--- src/rtl/mem_arbiter_if.sv ---
// Bundle of I-cache, D-cache and memory-side signals around the refill/writeback arbiter.
// The slave modport is the arbiter's view; master is the requesters' and memory's view.
interface mem_arbiter_if #(
  parameter int unsigned AW = 32,
  parameter int unsigned DW = 32
);
  logic          i_req;
  logic [AW-1:0] i_addr;
  logic [DW-1:0] i_rdata;
  logic          i_rvalid;
  logic          i_done;

  logic          d_req;
  logic          d_we;
  logic [AW-1:0] d_addr;
  logic [DW-1:0] d_wdata;
  logic          d_wready;
  logic [DW-1:0] d_rdata;
  logic          d_rvalid;
  logic          d_done;

  logic          mem_req;
  logic          mem_we;
  logic [AW-1:0] mem_addr;
  logic [DW-1:0] mem_wdata;
  logic          mem_ack;
  logic [DW-1:0] mem_rdata;

  logic          busy;
  logic          owner;

  modport slave (
    input  i_req, i_addr, d_req, d_we, d_addr, d_wdata, mem_ack, mem_rdata,
    output i_rdata, i_rvalid, i_done, d_wready, d_rdata, d_rvalid, d_done,
           mem_req, mem_we, mem_addr, mem_wdata, busy, owner
  );

  modport master (
    output i_req, i_addr, d_req, d_we, d_addr, d_wdata, mem_ack, mem_rdata,
    input  i_rdata, i_rvalid, i_done, d_wready, d_rdata, d_rvalid, d_done,
           mem_req, mem_we, mem_addr, mem_wdata, busy, owner
  );
endinterface

--- src/rtl/mem_arbiter.sv ---
// Two-master (I-cache / D-cache) line-burst arbiter onto a single-beat memory port.
// Define MEM_ARBITER_RR_EN for round-robin tie-breaking; otherwise D has fixed priority.
module mem_arbiter #(
  parameter int unsigned LINE_WORDS = 4,
  parameter int unsigned AW         = 32,
  parameter int unsigned DW         = 32
) (
  input  logic         clk,
  input  logic         rst,
  mem_arbiter_if.slave bus
);
  localparam int unsigned BW         = $clog2(LINE_WORDS);
  localparam int unsigned LINE_BYTES = LINE_WORDS * 4;
  localparam logic [AW-1:0] BASE_MASK = ~AW'(LINE_BYTES - 1);
  localparam logic [BW-1:0] LAST_BEAT = BW'(LINE_WORDS - 1);

  typedef enum logic [1:0] {
    IDLE   = 2'd0,
    BURST  = 2'd1,
    FINISH = 2'd2
  } state_t;

  state_t        r_state;
  logic [BW-1:0] r_beat;
  logic          r_owner;
  logic          r_we;
  logic [AW-1:0] r_base;

  logic          w_req_any;
  logic          w_grant_d;
  logic          w_burst;
  logic          w_ack;
  logic          w_rd_beat;
  logic [DW-1:0] w_rdata;

  assign w_req_any = bus.i_req | bus.d_req;

`ifdef MEM_ARBITER_RR_EN
  logic r_last_d;
  // On a tie, the side that did not win last time goes next.
  assign w_grant_d = bus.d_req & (~bus.i_req | ~r_last_d);
`else
  assign w_grant_d = bus.d_req;
`endif

  always_ff @(posedge clk) begin
    if (rst) begin
      r_state  <= IDLE;
      r_beat   <= '0;
      r_owner  <= 1'b0;
      r_we     <= 1'b0;
      r_base   <= '0;
`ifdef MEM_ARBITER_RR_EN
      r_last_d <= 1'b0;
`endif
    end else begin
      case (r_state)
        IDLE: begin
          if (w_req_any) begin
            r_state <= BURST;
            r_beat  <= '0;
            r_owner <= w_grant_d;
            r_we    <= w_grant_d & bus.d_we;
            r_base  <= (w_grant_d ? bus.d_addr : bus.i_addr) & BASE_MASK;
`ifdef MEM_ARBITER_RR_EN
            r_last_d <= w_grant_d;
`endif
          end
        end
        BURST: begin
          if (bus.mem_ack) begin
            r_beat <= r_beat + BW'(1);
            if (r_beat == LAST_BEAT) begin
              r_state <= FINISH;
            end
          end
        end
        FINISH:  r_state <= IDLE;
        default: r_state <= IDLE;
      endcase
    end
  end

  assign w_burst   = (r_state == BURST);
  assign w_ack     = bus.mem_ack & w_burst;
  assign w_rd_beat = w_ack & ~r_we;
  assign w_rdata   = bus.mem_rdata;

  // Memory side: beats only while bursting, addresses walk the line from its base.
  assign bus.mem_req   = w_burst;
  assign bus.mem_we    = w_burst & r_we;
  assign bus.mem_addr  = r_base + AW'({r_beat, 2'b00});
  assign bus.mem_wdata = bus.d_wdata;

  assign bus.i_rdata  = w_rdata;
  assign bus.d_rdata  = w_rdata;
  assign bus.i_rvalid = w_rd_beat & ~r_owner;
  assign bus.d_rvalid = w_rd_beat & r_owner;
  assign bus.d_wready = w_ack & r_owner & r_we;

  assign bus.i_done = (r_state == FINISH) & ~r_owner;
  assign bus.d_done = (r_state == FINISH) & r_owner;
  assign bus.busy   = (r_state != IDLE);
  assign bus.owner  = r_owner;
endmodule
--- src/flat_wrapper.sv ---
// flat-port wrapper written by rule: the top's interface ports become plain ports
module mem_arbiter_flat 
#(
  parameter int unsigned LINE_WORDS = 4,
  parameter int unsigned AW         = 32,
  parameter int unsigned DW         = 32
)
  (clk, rst, bus_i_req, bus_i_addr, bus_d_req, bus_d_we, bus_d_addr, bus_d_wdata, bus_mem_ack, bus_mem_rdata, bus_i_rdata, bus_i_rvalid, bus_i_done, bus_d_wready, bus_d_rdata, bus_d_rvalid, bus_d_done, bus_mem_req, bus_mem_we, bus_mem_addr, bus_mem_wdata, bus_busy, bus_owner);
  mem_arbiter_if #(.AW(AW), .DW(DW)) bus_i ();
  input  logic clk;
  input  logic rst;
  input wire logic [$bits(bus_i.i_req)-1:0] bus_i_req;
  input wire logic [$bits(bus_i.i_addr)-1:0] bus_i_addr;
  input wire logic [$bits(bus_i.d_req)-1:0] bus_d_req;
  input wire logic [$bits(bus_i.d_we)-1:0] bus_d_we;
  input wire logic [$bits(bus_i.d_addr)-1:0] bus_d_addr;
  input wire logic [$bits(bus_i.d_wdata)-1:0] bus_d_wdata;
  input wire logic [$bits(bus_i.mem_ack)-1:0] bus_mem_ack;
  input wire logic [$bits(bus_i.mem_rdata)-1:0] bus_mem_rdata;
  output wire logic [$bits(bus_i.i_rdata)-1:0] bus_i_rdata;
  output wire logic [$bits(bus_i.i_rvalid)-1:0] bus_i_rvalid;
  output wire logic [$bits(bus_i.i_done)-1:0] bus_i_done;
  output wire logic [$bits(bus_i.d_wready)-1:0] bus_d_wready;
  output wire logic [$bits(bus_i.d_rdata)-1:0] bus_d_rdata;
  output wire logic [$bits(bus_i.d_rvalid)-1:0] bus_d_rvalid;
  output wire logic [$bits(bus_i.d_done)-1:0] bus_d_done;
  output wire logic [$bits(bus_i.mem_req)-1:0] bus_mem_req;
  output wire logic [$bits(bus_i.mem_we)-1:0] bus_mem_we;
  output wire logic [$bits(bus_i.mem_addr)-1:0] bus_mem_addr;
  output wire logic [$bits(bus_i.mem_wdata)-1:0] bus_mem_wdata;
  output wire logic [$bits(bus_i.busy)-1:0] bus_busy;
  output wire logic [$bits(bus_i.owner)-1:0] bus_owner;
  assign bus_i.i_req = bus_i_req;
  assign bus_i.i_addr = bus_i_addr;
  assign bus_i.d_req = bus_d_req;
  assign bus_i.d_we = bus_d_we;
  assign bus_i.d_addr = bus_d_addr;
  assign bus_i.d_wdata = bus_d_wdata;
  assign bus_i.mem_ack = bus_mem_ack;
  assign bus_i.mem_rdata = bus_mem_rdata;
  assign bus_i_rdata = bus_i.i_rdata;
  assign bus_i_rvalid = bus_i.i_rvalid;
  assign bus_i_done = bus_i.i_done;
  assign bus_d_wready = bus_i.d_wready;
  assign bus_d_rdata = bus_i.d_rdata;
  assign bus_d_rvalid = bus_i.d_rvalid;
  assign bus_d_done = bus_i.d_done;
  assign bus_mem_req = bus_i.mem_req;
  assign bus_mem_we = bus_i.mem_we;
  assign bus_mem_addr = bus_i.mem_addr;
  assign bus_mem_wdata = bus_i.mem_wdata;
  assign bus_busy = bus_i.busy;
  assign bus_owner = bus_i.owner;
  mem_arbiter #(.LINE_WORDS(LINE_WORDS), .AW(AW), .DW(DW)) u_core (.clk(clk), .rst(rst), .bus(bus_i));
endmodule
--- config.mk ---
export PLATFORM = sky130hd
export DESIGN_NAME = mem_arbiter_flat
export DESIGN_NICKNAME = d
export VERILOG_FILES = /design/src/rtl/mem_arbiter_if.sv /design/src/rtl/mem_arbiter.sv /design/src/flat_wrapper.sv
export SDC_FILE = /design/constraint.sdc
export NUM_CORES = 1
export LEC_CHECK = 0
export ABC_AREA = 1
export CORE_MARGIN = 4
export CORE_UTILIZATION = 26
export CTS_CLUSTER_DIAMETER = 60
export DETAILED_ROUTE_END_ITERATION = 7
export GPL_ROUTABILITY_DRIVEN = 0
export PLACE_DENSITY = 0.8
export SLEW_MARGIN = 5
export SYNTH_ARGS = -nofsm -noshare
export SYNTH_HDL_FRONTEND = slang
export SYNTH_SLANG_ARGS = --single-unit
--- constraint.sdc ---
create_clock -name clk -period 1 [get_ports clk]
set_input_delay 0.1 -clock clk [delete_from_list [all_inputs] [get_ports clk]]
set_output_delay 0.1 -clock clk [all_outputs]
set_load 0.005 [all_outputs]
# Word-level counts from Yosys, hierarchy flattened
# Index checks and enable logic that the tools add are counted.
word_totals:
  out_inout_bits: 137
  wordCells: 40
  regBits: 34
  input_bits: 134
op_classes:
  n_reduce_logical: 6
  muxes: 8
  addsub: 2
  eq_ne: 6
  bitwise: 13
ops:
  columns: ["cell", "count"]
  rows:
  - ["$add A32 B4 Y32", 1]
  - ["$mux W32", 1]
  - ["$and A1 B1 Y1", 10]
  - ["$mux W2", 5]
  - ["$pmux W2 S2", 2]
  - ["$reduce_and A3 Y1", 2]
  - ["$eq A2 B2 Y1 const B", 2]
  - ["$ne A2 B2 Y1 const B", 2]
  - ["$reduce_bool A2 Y1", 2]
  - ["$add A2 B1 Y2 const B", 1]
  - ["$eq A2 B1 Y1 const B", 1]
  - ["$logic_not A2 Y1", 1]
  - ["$ne A2 B1 Y1 const B", 1]
  - ["$not A1 Y1", 2]
  - ["$reduce_and A2 Y1", 1]
  - ["$or A1 B1 Y1", 1]

# Logic depth before layout (Yosys ltp)
depth:
  depth_word: 4
  ltp_mapped: 7
  depth_no_buf: 6

# Worst setup path before layout
# No wires, ideal clock.
synth_timing:
  kind: "flip-flop to flip-flop"
  from: "register u_core.r_state[0]"
  to: "register u_core.r_beat[0]"
  t_required_ns: 0.885
  n_path_buf: 1
  period_less_slack_ns: 0.995
  t_arrival_ns: 0.879
  path_stages_with_launch: 6
  slack_ns: 0.005
  setup_time_ns: 0.115
  cell_sequence: "dfxtp_1 > nor2_4 > nand2_4 > buf_4 > a21oi_1 > nor2_1"
synth_between:
  elab_chain_len: 3
synth_rtl:
  columns: ["element", "line_no", "rtl"]
  rows:
  - ["start, declared", "mem_arbiter.sv:23", "state_t r_state;"]
  - ["start signal, assigned", "mem_arbiter.sv:48", "r_state <= IDLE;"]
  - ["start signal, assigned", "mem_arbiter.sv:60", "r_state <= BURST;"]
  - ["start signal, assigned", "mem_arbiter.sv:74", "r_state <= FINISH;"]
  - ["$eq A2 B1 Y1 / $logic_not A2 Y1 (equally long branches)", "mem_arbiter.sv:57", "case (r_state)"]
  - ["$ne A2 B2 Y1 (no line), or another cell as far along", null, null]
  - ["$reduce_and A3 Y1 (no line)", null, null]
  - ["end signal, assigned", "mem_arbiter.sv:72", "r_beat <= r_beat + BW'(1);"]
  - ["end, declared", "mem_arbiter.sv:24", "logic [BW-1:0] r_beat;"]
# Parallel ways exist; a longest one is shown, timed or not.
# A chain may end at the register's enable or synchronous reset.

# Worst setup path after layout
layout_timing:
  from: "register u_core.r_state[1]"
  to: "output port bus_d_wready"
layout_between:
  elab_chain_len: 4
layout_rtl:
  columns: ["element", "line_no", "rtl"]
  rows:
  - ["$eq A2 B1 Y1", "mem_arbiter.sv:84", "assign w_burst = (r_state == BURST);"]
  - ["$and A1 B1 Y1", "mem_arbiter.sv:85", "assign w_ack = bus.mem_ack & w_burst;"]
  - ["$and A1 B1 Y1 (2 in a row)", "mem_arbiter.sv:99", "assign bus.d_wready = w_ack & r_owner & r_we;"]
  - ["end, declared", "flat_wrapper.sv:23", "output wire logic [$bits(bus_i.d_wready)-1:0] bus_d_wready;"]
# Every way passes these cells.

==> results.ini <==
[routing]
viasPerCell = 4.32
top_layer_used = met4
remaining_drc_errors = 0
dr.pass1.iters = 4
route.met2.wl_um = 3430
num_vias = 2134
drt_iter0_drc = 47
m1WireLength_um = 2720
wire_per_inst_um = 13.9
route.met3.wl_um = 478
postRouteAntennaNets = 0
wl_um = 6860

[place]
hpwl_um = 4850
placed_area_mm2 = 0.00294
dpl.cell_count = 475
port_buffers = 100
place_worst_setup_slack_ns = -0.536

[finish]
antenna_cells = 0
fin_area_mm2 = 0.00334
drive_above_1_share_pct = 24.3
syn_to_final_growth_pct = 36.3
final_cells = 494
nets = 517

[grt]
grt_overflow = 0
grt_max_degree = 31
antenna_found_initial = 0
grt_pass1_vias = 2134
grt_pass1_wl_um = 10600
grt_usage_pct = 11.9

[timing]
hold_viol = 0
max_freq_ghz = 0.801
min_period_ns = 1.25
fin_ws_ns = -0.248
fin_crit_sh_pct = 125
rsz0062_at_grt = yes
finalClockSkew_ns = 0.00312
final_max_slew_viol_count = 0
worst_hold_slack_ns = 0.200
setup_violations = 41

[power]
power_density_mw_per_mm2 = 1200
clkPwrFrac_pct = 26.2
intPower_mw = 2.84
switchingPower_mw = 1.16
p_comb_share_pct = 34.2
p_leak_nw = 1.54
peakVddDrop_v = 0.000410
swShare_pct = 29.0
seqPwrFrac_pct = 39.6

[logic_synthesis]
synth_area_mm2 = 0.00245
synth_edf_count = 0
synthSimpleGateAreaFrac_pct = 22.1
ys_ff_latch = 34
synth-xor-area-share_pct = 0
synth_compound_area_share_pct = 12.7
synth.top_cell.area_share_pct = 31.9
yosysUniqueCellTypes = 20
synthesis.instances = 363
yosysTopAreaCell = buf_4
yosys_most_used_dff = dfxtp_1
syn_area_per_cell_um2 = 6.74
synth_top_family_by_area = buffers and inverters
ys_seq_area_share_pct = 27.8
synth.area.top_cells = buf_4 (32%), dfxtp_1 (28%), nand2_1 (14%)
synthMuxAreaShare_pct = 0
synth.most_common_cell = buf_4
synth_commonest_cells = buf_4 (104), nand2_1 (90), dfxtp_1 (34), a21oi_1 (33), nor2_1 (33)
yosys.area_share.adder_pct = 0.511
yosysWarningCount = 0
async_flop_share_pct = 0

[critical_path]
critPathMaxFanout = 4
slowest_stage = dfxtp_2
r2r_end = u_core.r_base[4]
cp_data_required_time_ns = 0.90
r2r_slack_ns = -0.24
critPathKind = reg -> out
r2r_cells = 7
worstSetupStartpointType = flop
cp.arrival_ns = 1.15
max_stage_delay_ns = 0.32
r2r-start = u_core.r_state[0]
crit_path_cell_trace = inv_2 -> nand3_4 -> nor3_2 -> buf_2
crit_path_end_kind = primary output

[floorplan]
initial_core_util_pct = 26.6
die_h_um = 105
core_area_mm2 = 0.00920
rows = 35
num_io_pins = 271
fp.dieW_um = 105
dieArea_mm2 = 0.0110

[clock_tree]
htreeDepth = 2
cts.path.max_buffers = 2
cts_made_buffers = 5
clock-root-buffer = clkbuf_8
cts_tree = done
hold_buffers = 0
clkLatencyLatePin_ns = 0.28
cts_sinks = 34
path_clk_slew_ns = 0.07

[hold_path]
hp-class = in -> out
holdPathEnd = bus_mem_wdata[1]
hold_depth = 0
min_from = bus_d_wdata[1]

[job]
cap_violations = 0

[outcome]
violations = setup timing
status = finished with violations

-- metrics by stage --
stage	power (mW)	util, %	setup TNS (ns)
finish	3.99	36.3	-8.94
global route	4.28	36.3	-11.42
CTS	3.94	34.3	-9.68
detailed placement	2.80	31.9	-15.30
global placement	2.77	31.9	-14.36
floorplan	2.39	-	0
-- critical path: cells and delay by family (launching register included) --
family                 cells  cell delay [ns]
flip-flops                 1             0.32
buffers and inverters      2             0.28
AND/OR/NAND/NOR            2             0.26
-- power groups by stage --
stage               clock network (mW)  registers (mW)  logic (mW)
global placement                     0            1.60        1.17
CTS                               1.12            1.57        1.26
finish                            1.05            1.58        1.37
global route                      1.18            1.60        1.50
detailed placement                   0            1.60        1.20
floorplan                            0            1.61       0.784
-- state kept, by name, summed over array words and instances (netlist names) --
name / cells
u_core.r_we: 1
u_core.r_beat: 2
u_core.r_base: 28
u_core.r_state: 2
u_core.bus.owner: 1
-- worst max path at each step --
stage,startpoint,end,slack [ns]
after floorplan,u_core.r_state[0],u_core.r_beat[0],0.005
after global placement,bus_mem_ack,bus_d_wready,-0.49
after detailed placement,bus_mem_ack,bus_d_wready,-0.54
after CTS,u_core.r_state[0],u_core.r_we,-0.27
after global routing,u_core.r_state[0],u_core.r_beat[1],-0.31
final,u_core.r_state[1],bus_d_wready,-0.25
-- layout make-up --
| cell class | count | area, um2 |
|---|---|---|
| Clock buffer | 7 | 86.3 |
| Clock inverter | 1 | 5.00 |
| Fill cell | 984 | 5860 |
| Inverter | 13 | 51.3 |
| Multi-Input combinational cell | 201 | 1020 |
| Sequential cell | 34 | 704 |
| Tap cell | 111 | 139 |
| Timing Repair Buffer | 127 | 1330 |
-- cell usage in the layout, fill, tap and decap left out, types with 4 or more instances in the layout --
cell type	synthesis	layout
buf_6	2	10
dfxtp_2	0	16
a21oi_1	33	28
inv_2	2	5
o21ai_1	28	21
o21ai_2	0	7
inv_1	11	7
nand2_1	90	88
dfxtp_1	34	17
buf_4	104	9
clkdlybuf4s15_1	0	11
buf_12	0	9
clkdlybuf4s50_1	0	61
clkbuf_8	0	6
nor2_1	33	33
nor3_2	0	4
buf_2	7	6
dlygate4sd2_1	0	18
a21oi_2	0	5
-- metal layers --
metal  track usage [%]  vias to the layer above
li1                  -                     1076
met1              12.8                      951
met2              20.9                       76
met3              3.40                       31
met4              6.28                        0
met5                 0                        -
-- cells by family after synthesis --
family / after synthesis
flops: 34
other cells: 1
fa+ha+maj: 1
simple gates: 136
buf+inv: 129
compound gates: 62
-- what timing repair did --
action | 4_1_cts | 5_1_grt
pin swaps | 2 | 5
endpoints found under the setup margin | 72 | 61
buffers inserted | 7 | 2
resized for setup | 102 | 44
gates cloned | 1 | 1
Note: power is estimated with default switching activity, not from simulation.
